## config.mk

```make
export PLATFORM = sky130hd
export DESIGN_NAME = regfile_wb_queue
export DESIGN_NICKNAME = d
export VERILOG_FILES = /design/src/rtl/regfile_pkg.sv /design/src/rtl/wb_fwd_match.sv /design/src/rtl/regfile_wb_queue.sv
export SDC_FILE = /design/constraint.sdc
export NUM_CORES = 1
export LEC_CHECK = 0
export ABC_AREA = 1
export CELL_PAD_IN_SITES_DETAIL_PLACEMENT = 1
export CELL_PAD_IN_SITES_GLOBAL_PLACEMENT = 1
export CORE_AREA = 2 2 331 333
export CTS_CLUSTER_DIAMETER = 80
export DETAILED_ROUTE_END_ITERATION = 10
export DIE_AREA = 0 0 333 335
export DONT_BUFFER_PORTS = 1
export PLACE_DENSITY = 0.55
export RECOVER_POWER = 50
export SLEW_MARGIN = 25
export SYNTH_ARGS = -nofsm -noshare
export SYNTH_HDL_FRONTEND = slang
export SYNTH_SLANG_ARGS = --single-unit
```

## constraint.sdc

```tcl
create_clock -name clk -period 8.5 [get_ports clk]
set_clock_uncertainty 0.15 [all_clocks]
set_input_delay 2.55 -clock clk [delete_from_list [all_inputs] [get_ports clk]]
set_output_delay 2.55 -clock clk [all_outputs]
set_load 0.03 [all_outputs]
```

## src/rtl/regfile_pkg.sv

```systemverilog
// Shared register-file constants and the write-back queue entry type.
package regfile_pkg;

   localparam int NUM_REG  = 32;
   localparam int REG_SIZE = 64;
   localparam int ADDR_W   = 5;

   localparam logic [ADDR_W-1:0] ZERO_REG = 5'd31;

   typedef struct packed {
      logic [ADDR_W-1:0]   rd;
      logic [REG_SIZE-1:0] data;
   } wb_entry_t;

endpackage

```

## src/rtl/wb_fwd_match.sv

```systemverilog
// Forwarding lookup over the write-back queue; the newest valid matching entry wins.
module wb_fwd_match
   import regfile_pkg::*;
#(
   parameter int DEPTH = 4
) (
   input  wb_entry_t [DEPTH-1:0]       entries,
   input  logic [DEPTH-1:0]            valid,
   input  logic [$clog2(DEPTH)-1:0]    tail_idx,
   input  logic [ADDR_W-1:0]           lookup,
   output logic                        hit,
   output logic [REG_SIZE-1:0]         data
);

   localparam int IDX_W = $clog2(DEPTH);

   // Walk from the oldest slot to the newest so a later match overrides an earlier one.
   always_comb begin
      logic [IDX_W-1:0] idx;
      hit  = 1'b0;
      data = '0;
      idx  = '0;
      for (int k = DEPTH; k >= 1; k--) begin
         idx = tail_idx - IDX_W'(k);
         if (valid[idx] && (entries[idx].rd == lookup) && (lookup != ZERO_REG)) begin
            hit  = 1'b1;
            data = entries[idx].data;
         end
      end
   end

endmodule

```

## src/rtl/regfile_wb_queue.sv

```systemverilog
// Circular write-back queue draining one entry per cycle into the regfile write port.
// Optional macro WB_COALESCE_EN: a push to the newest entry's register overwrites its data.
module regfile_wb_queue #(
   parameter int DEPTH    = 4,
   parameter int REG_SIZE = 64,
   parameter int ADDR_W   = 5
) (
   input  logic                      clk,
   input  logic                      reset,
   input  logic                      in_valid,
   output logic                      in_ready,
   input  logic [ADDR_W-1:0]         in_reg,
   input  logic [REG_SIZE-1:0]       in_data,
   input  logic                      wr_stall,
   output logic                      RegWrite,
   output logic [ADDR_W-1:0]         WriteRegister,
   output logic [REG_SIZE-1:0]       WriteData,
   input  logic [ADDR_W-1:0]         fwd_reg1,
   input  logic [ADDR_W-1:0]         fwd_reg2,
   output logic                      fwd_hit1,
   output logic                      fwd_hit2,
   output logic [REG_SIZE-1:0]       fwd_data1,
   output logic [REG_SIZE-1:0]       fwd_data2,
   output logic [$clog2(DEPTH):0]    count,
   output logic                      empty
);

   import regfile_pkg::wb_entry_t;
   import regfile_pkg::ZERO_REG;

   localparam int IDX_W = $clog2(DEPTH);
   localparam int PTR_W = IDX_W + 1;

   logic [PTR_W-1:0]       head_q, tail_q;
   logic [IDX_W-1:0]       head_idx, tail_idx;
   wb_entry_t [DEPTH-1:0]  entries_q;
   logic [DEPTH-1:0]       valid_q;
   wb_entry_t              head_entry;

   logic full, is_empty, push, store, pop, coalesce, alloc;

   assign head_idx = head_q[IDX_W-1:0];
   assign tail_idx = tail_q[IDX_W-1:0];

   assign is_empty = (head_q == tail_q);
   assign full     = (head_q[PTR_W-1] != tail_q[PTR_W-1]) && (head_idx == tail_idx);

   assign in_ready = !full;
   assign push     = in_valid && !full;
   assign store    = push && (in_reg != ZERO_REG);
   assign pop      = !is_empty && !wr_stall;

`ifdef WB_COALESCE_EN
   logic [IDX_W-1:0] newest_idx;

   assign newest_idx = tail_idx - IDX_W'(1);
   // Never merge into the head while it is being captured by the regfile this edge.
   assign coalesce   = store && !is_empty
                       && (entries_q[newest_idx].rd == in_reg)
                       && !((newest_idx == head_idx) && pop);
`else
   assign coalesce   = 1'b0;
`endif

   assign alloc = store && !coalesce;

   assign head_entry    = is_empty ? '0 : entries_q[head_idx];
   assign RegWrite      = pop;
   assign WriteRegister = head_entry.rd;
   assign WriteData     = head_entry.data;
   assign count         = tail_q - head_q;
   assign empty         = is_empty;

   always_ff @(posedge clk or negedge reset) begin
      if (!reset) begin
         head_q    <= '0;
         tail_q    <= '0;
         valid_q   <= '0;
         entries_q <= '0;
      end else begin
         if (pop) begin
            head_q            <= head_q + PTR_W'(1);
            valid_q[head_idx] <= 1'b0;
         end
         if (alloc) begin
            entries_q[tail_idx].rd   <= in_reg;
            entries_q[tail_idx].data <= in_data;
            valid_q[tail_idx]        <= 1'b1;
            tail_q                   <= tail_q + PTR_W'(1);
         end
`ifdef WB_COALESCE_EN
         if (coalesce) begin
            entries_q[newest_idx].data <= in_data;
         end
`endif
      end
   end

   wb_fwd_match #(.DEPTH(DEPTH)) u_fwd1 (
      .entries  (entries_q),
      .valid    (valid_q),
      .tail_idx (tail_idx),
      .lookup   (fwd_reg1),
      .hit      (fwd_hit1),
      .data     (fwd_data1)
   );

   wb_fwd_match #(.DEPTH(DEPTH)) u_fwd2 (
      .entries  (entries_q),
      .valid    (valid_q),
      .tail_idx (tail_idx),
      .lookup   (fwd_reg2),
      .hit      (fwd_hit2),
      .data     (fwd_data2)
   );

endmodule

```

==> metrics <==
Clock H-tree levels 2; Setup crit start kind register; proportion of layout cells with a drive suffix above 1 4.46%; Worst EP required 5.80 ns; Final ANT Viol Nets 0; vias per cell 4.87; critical path data arrival time 5.09 ns; most frequent cell after synthesis nand2_1; WL final 116000 um; Final min period 7.79 ns; hold_buf cts 0; EDFF count, synth 0; starting density of the core 22.8%; clock root buffer clkbuf_16; Max-slew headroom -64.1%; total CTS buffers 46; full die area 112000 sq um; largest net degree at the start of global routing 287; Clock Pin Slew Worst Setup and Hold Paths 0.06 ns; fin. max-slew vios 169; Final Hold Viols 0; DIE WIDTH 333 um; WL/cell 20.7 um; core area 108000 sq um; Yosys cell types 29; Worst-Skew Late Latency 0.59 ns; Port Buffers 0; Placed Cells 5500; Critical Path End Type primary output; row cnt 121; Starting DRT DRC Count 1432; Post-CTS Setup Inserts 0; synthesized net count 4428; synthesized area 24700 sq um; worst slew pin tran 2.45 ns; Longest Clk Path Bufs 3; post-route clock period utilization 91.6%; Finished Layout Cells 5584; sequential cell area 7170 sq um; Hold Path Class register to register; max_cap viols 4; vias post-DR 27200; FF+latch count, synth 286; sequential area share after synthesis 29.0%; GP Congestion 0.809; critical path fanouts, max 87; Post-layout nets 4228; I/O pins 288; RSZ-0062 raised after global routing no; footprint of the multi-input gates 14600 sq um; TritonRoute pass-1 iters 5; HPWL Detailed 74600 um; vias in the first global route 27300; Fillers 14000; post-CTS sizing 0; Post-synth top cells nand2_1, o21ai_0, nor2_1; synth warn 0; Peak Freq 0.128 GHz; status complete, but fails checks; gr ovfl total 0; Num Clock Sinks 286; ys async rst share 100%; cell type with the largest total area after synthesis dfrtp_1; Total GRT Usage 20.5%; Synth top area share 29.0%; # diodes 0; initial antenna violation count 1; Die H 335 um; Synth area leaders dfrtp_1, nand2_1, o21ai_0, nor2_1, a21oi_1; final setup fails 0; Syn Inst Count 4334; commonest register cell after synthesis dfrtp_1; first-pass GRT wire length 175000 um; Syn Area/Cell 5.69 sq um; CTS tree done; Residual DRC 0; post-route setup TNS 0 ns; area grow syn2layout 11.0%; WS Path Type register to primary output; failing checks max-capacitance violations, max-slew violations
layout by cell type (no fill, tap or decap), types with 2 or more instances in the layout:
master      netlist  final
o2111ai_1         2      2
inv_4             0      4
clkinvlp_2        0      3
clkbuf_1        149      7
ha_1             10     10
nand3b_1          3      3
buf_4            19     66
inv_6             1      5
clkinv_2          0      8
or2_1             2      2
a21oi_1         301    298
nor2_1          443    442
dfrtp_1         286    283
clkinvlp_4        0      2
nand4_1           3      3
a21oi_2           0      3
nand3_1         174    172
clkbuf_16         0     46
buf_12            0     15
nand3_4           0      2
inv_8             0      2
dfrtp_4           0      2
bufinv_16         0      6
o21ai_1          16     16
nor2_4            4      6
nand2_1        1445   1445
xor2_1           11     11
o21ai_0         911    911
clkbuf_8          0     11
inv_1           378    374
sequential cells by signal (all words and copies together) (netlist names):
| register | cells |
|---|---|
| valid_q | 4 |
| tail_q | 3 |
| head_q | 3 |
| entries_q | 276 |
logic make-up after synthesis:
kind of cell	synth area share, %
compound gates	25.0
xor+xnor	0.390
simple gates	32.8
fa+ha+maj	0.588
buf+inv	12.2
flops	29.0
area by class of cell:
class	count	area share, %
inverters	385	5.40
clock buffers	63	4.84
flip-flops and latches	286	26.2
clock inverters	21	1.05
repair buffers	83	2.96
well taps	1414	6.46
multi-input cells	3332	53.1
final timing paths:
kind                                              endpoint  cells after the start                  start  slack [ns]
max in group asynchronous       entries_q[149]$_DFFE_PN0P_                      0                  reset        6.02
min in group asynchronous       entries_q[190]$_DFFE_PN0P_                      0                  reset        1.53
worst max register to register  entries_q[231]$_DFFE_PN0P_                     10  head_q[1]$_DFFE_PN0P_        1.02
worst min-delay path                  valid_q[3]$_DFF_PN0_                      2   valid_q[3]$_DFF_PN0_        0.37
worst max-delay path                         fwd_data2[24]                     13  tail_q[0]$_DFFE_PN0P_        0.71
worst min register to register        valid_q[3]$_DFF_PN0_                      2   valid_q[3]$_DFF_PN0_        0.37
metrics by stage:
| stage | setup slack [ns] | utilization, % | instance area (sq um) | hold slack (ns) |
|---|---|---|---|---|
| 6_report | 0.711 | 25.3 | 27400 | 0.372 |
| 5_1_grt | 0.393 | 25.3 | 27400 | 0.398 |
| 4_1_cts | 0.616 | 25.3 | 27400 | 0.367 |
| 3_5_place_dp | 0.938 | 23.9 | 25800 | 0.342 |
| 3_3_place_gp | 0.932 | 23.8 | 25800 | 0.341 |
| 2_1_floorplan | 1.55 | - | 24700 | 0.313 |
critical path: stages (launching register included):
cell	delay, ns
dfrtp_4	0.87
inv_6	0.23
ha_1	0.45
inv_8	0.38
nand3_1	0.29
nand3b_1	0.16
nand2_1	0.06
nor2_1	0.18
nand3_4	0.63
buf_12	0.45
or2_1	0.28
nand3_1	0.08
nand2_1	0.05
nand2_1	0.22
per-layer routing:
layer	vias up	GRT usage, %	routed length [um]
met5	-	0	0
met4	0	5.92	3050
met3	142	4.41	6400
met2	496	35.8	55300
met1	13200	25.2	51000
li1	13400	-	-
Power is left out: the tool's default activity adds up to more than one toggle a clock period on the data nets, which glitch-free logic cannot reach.
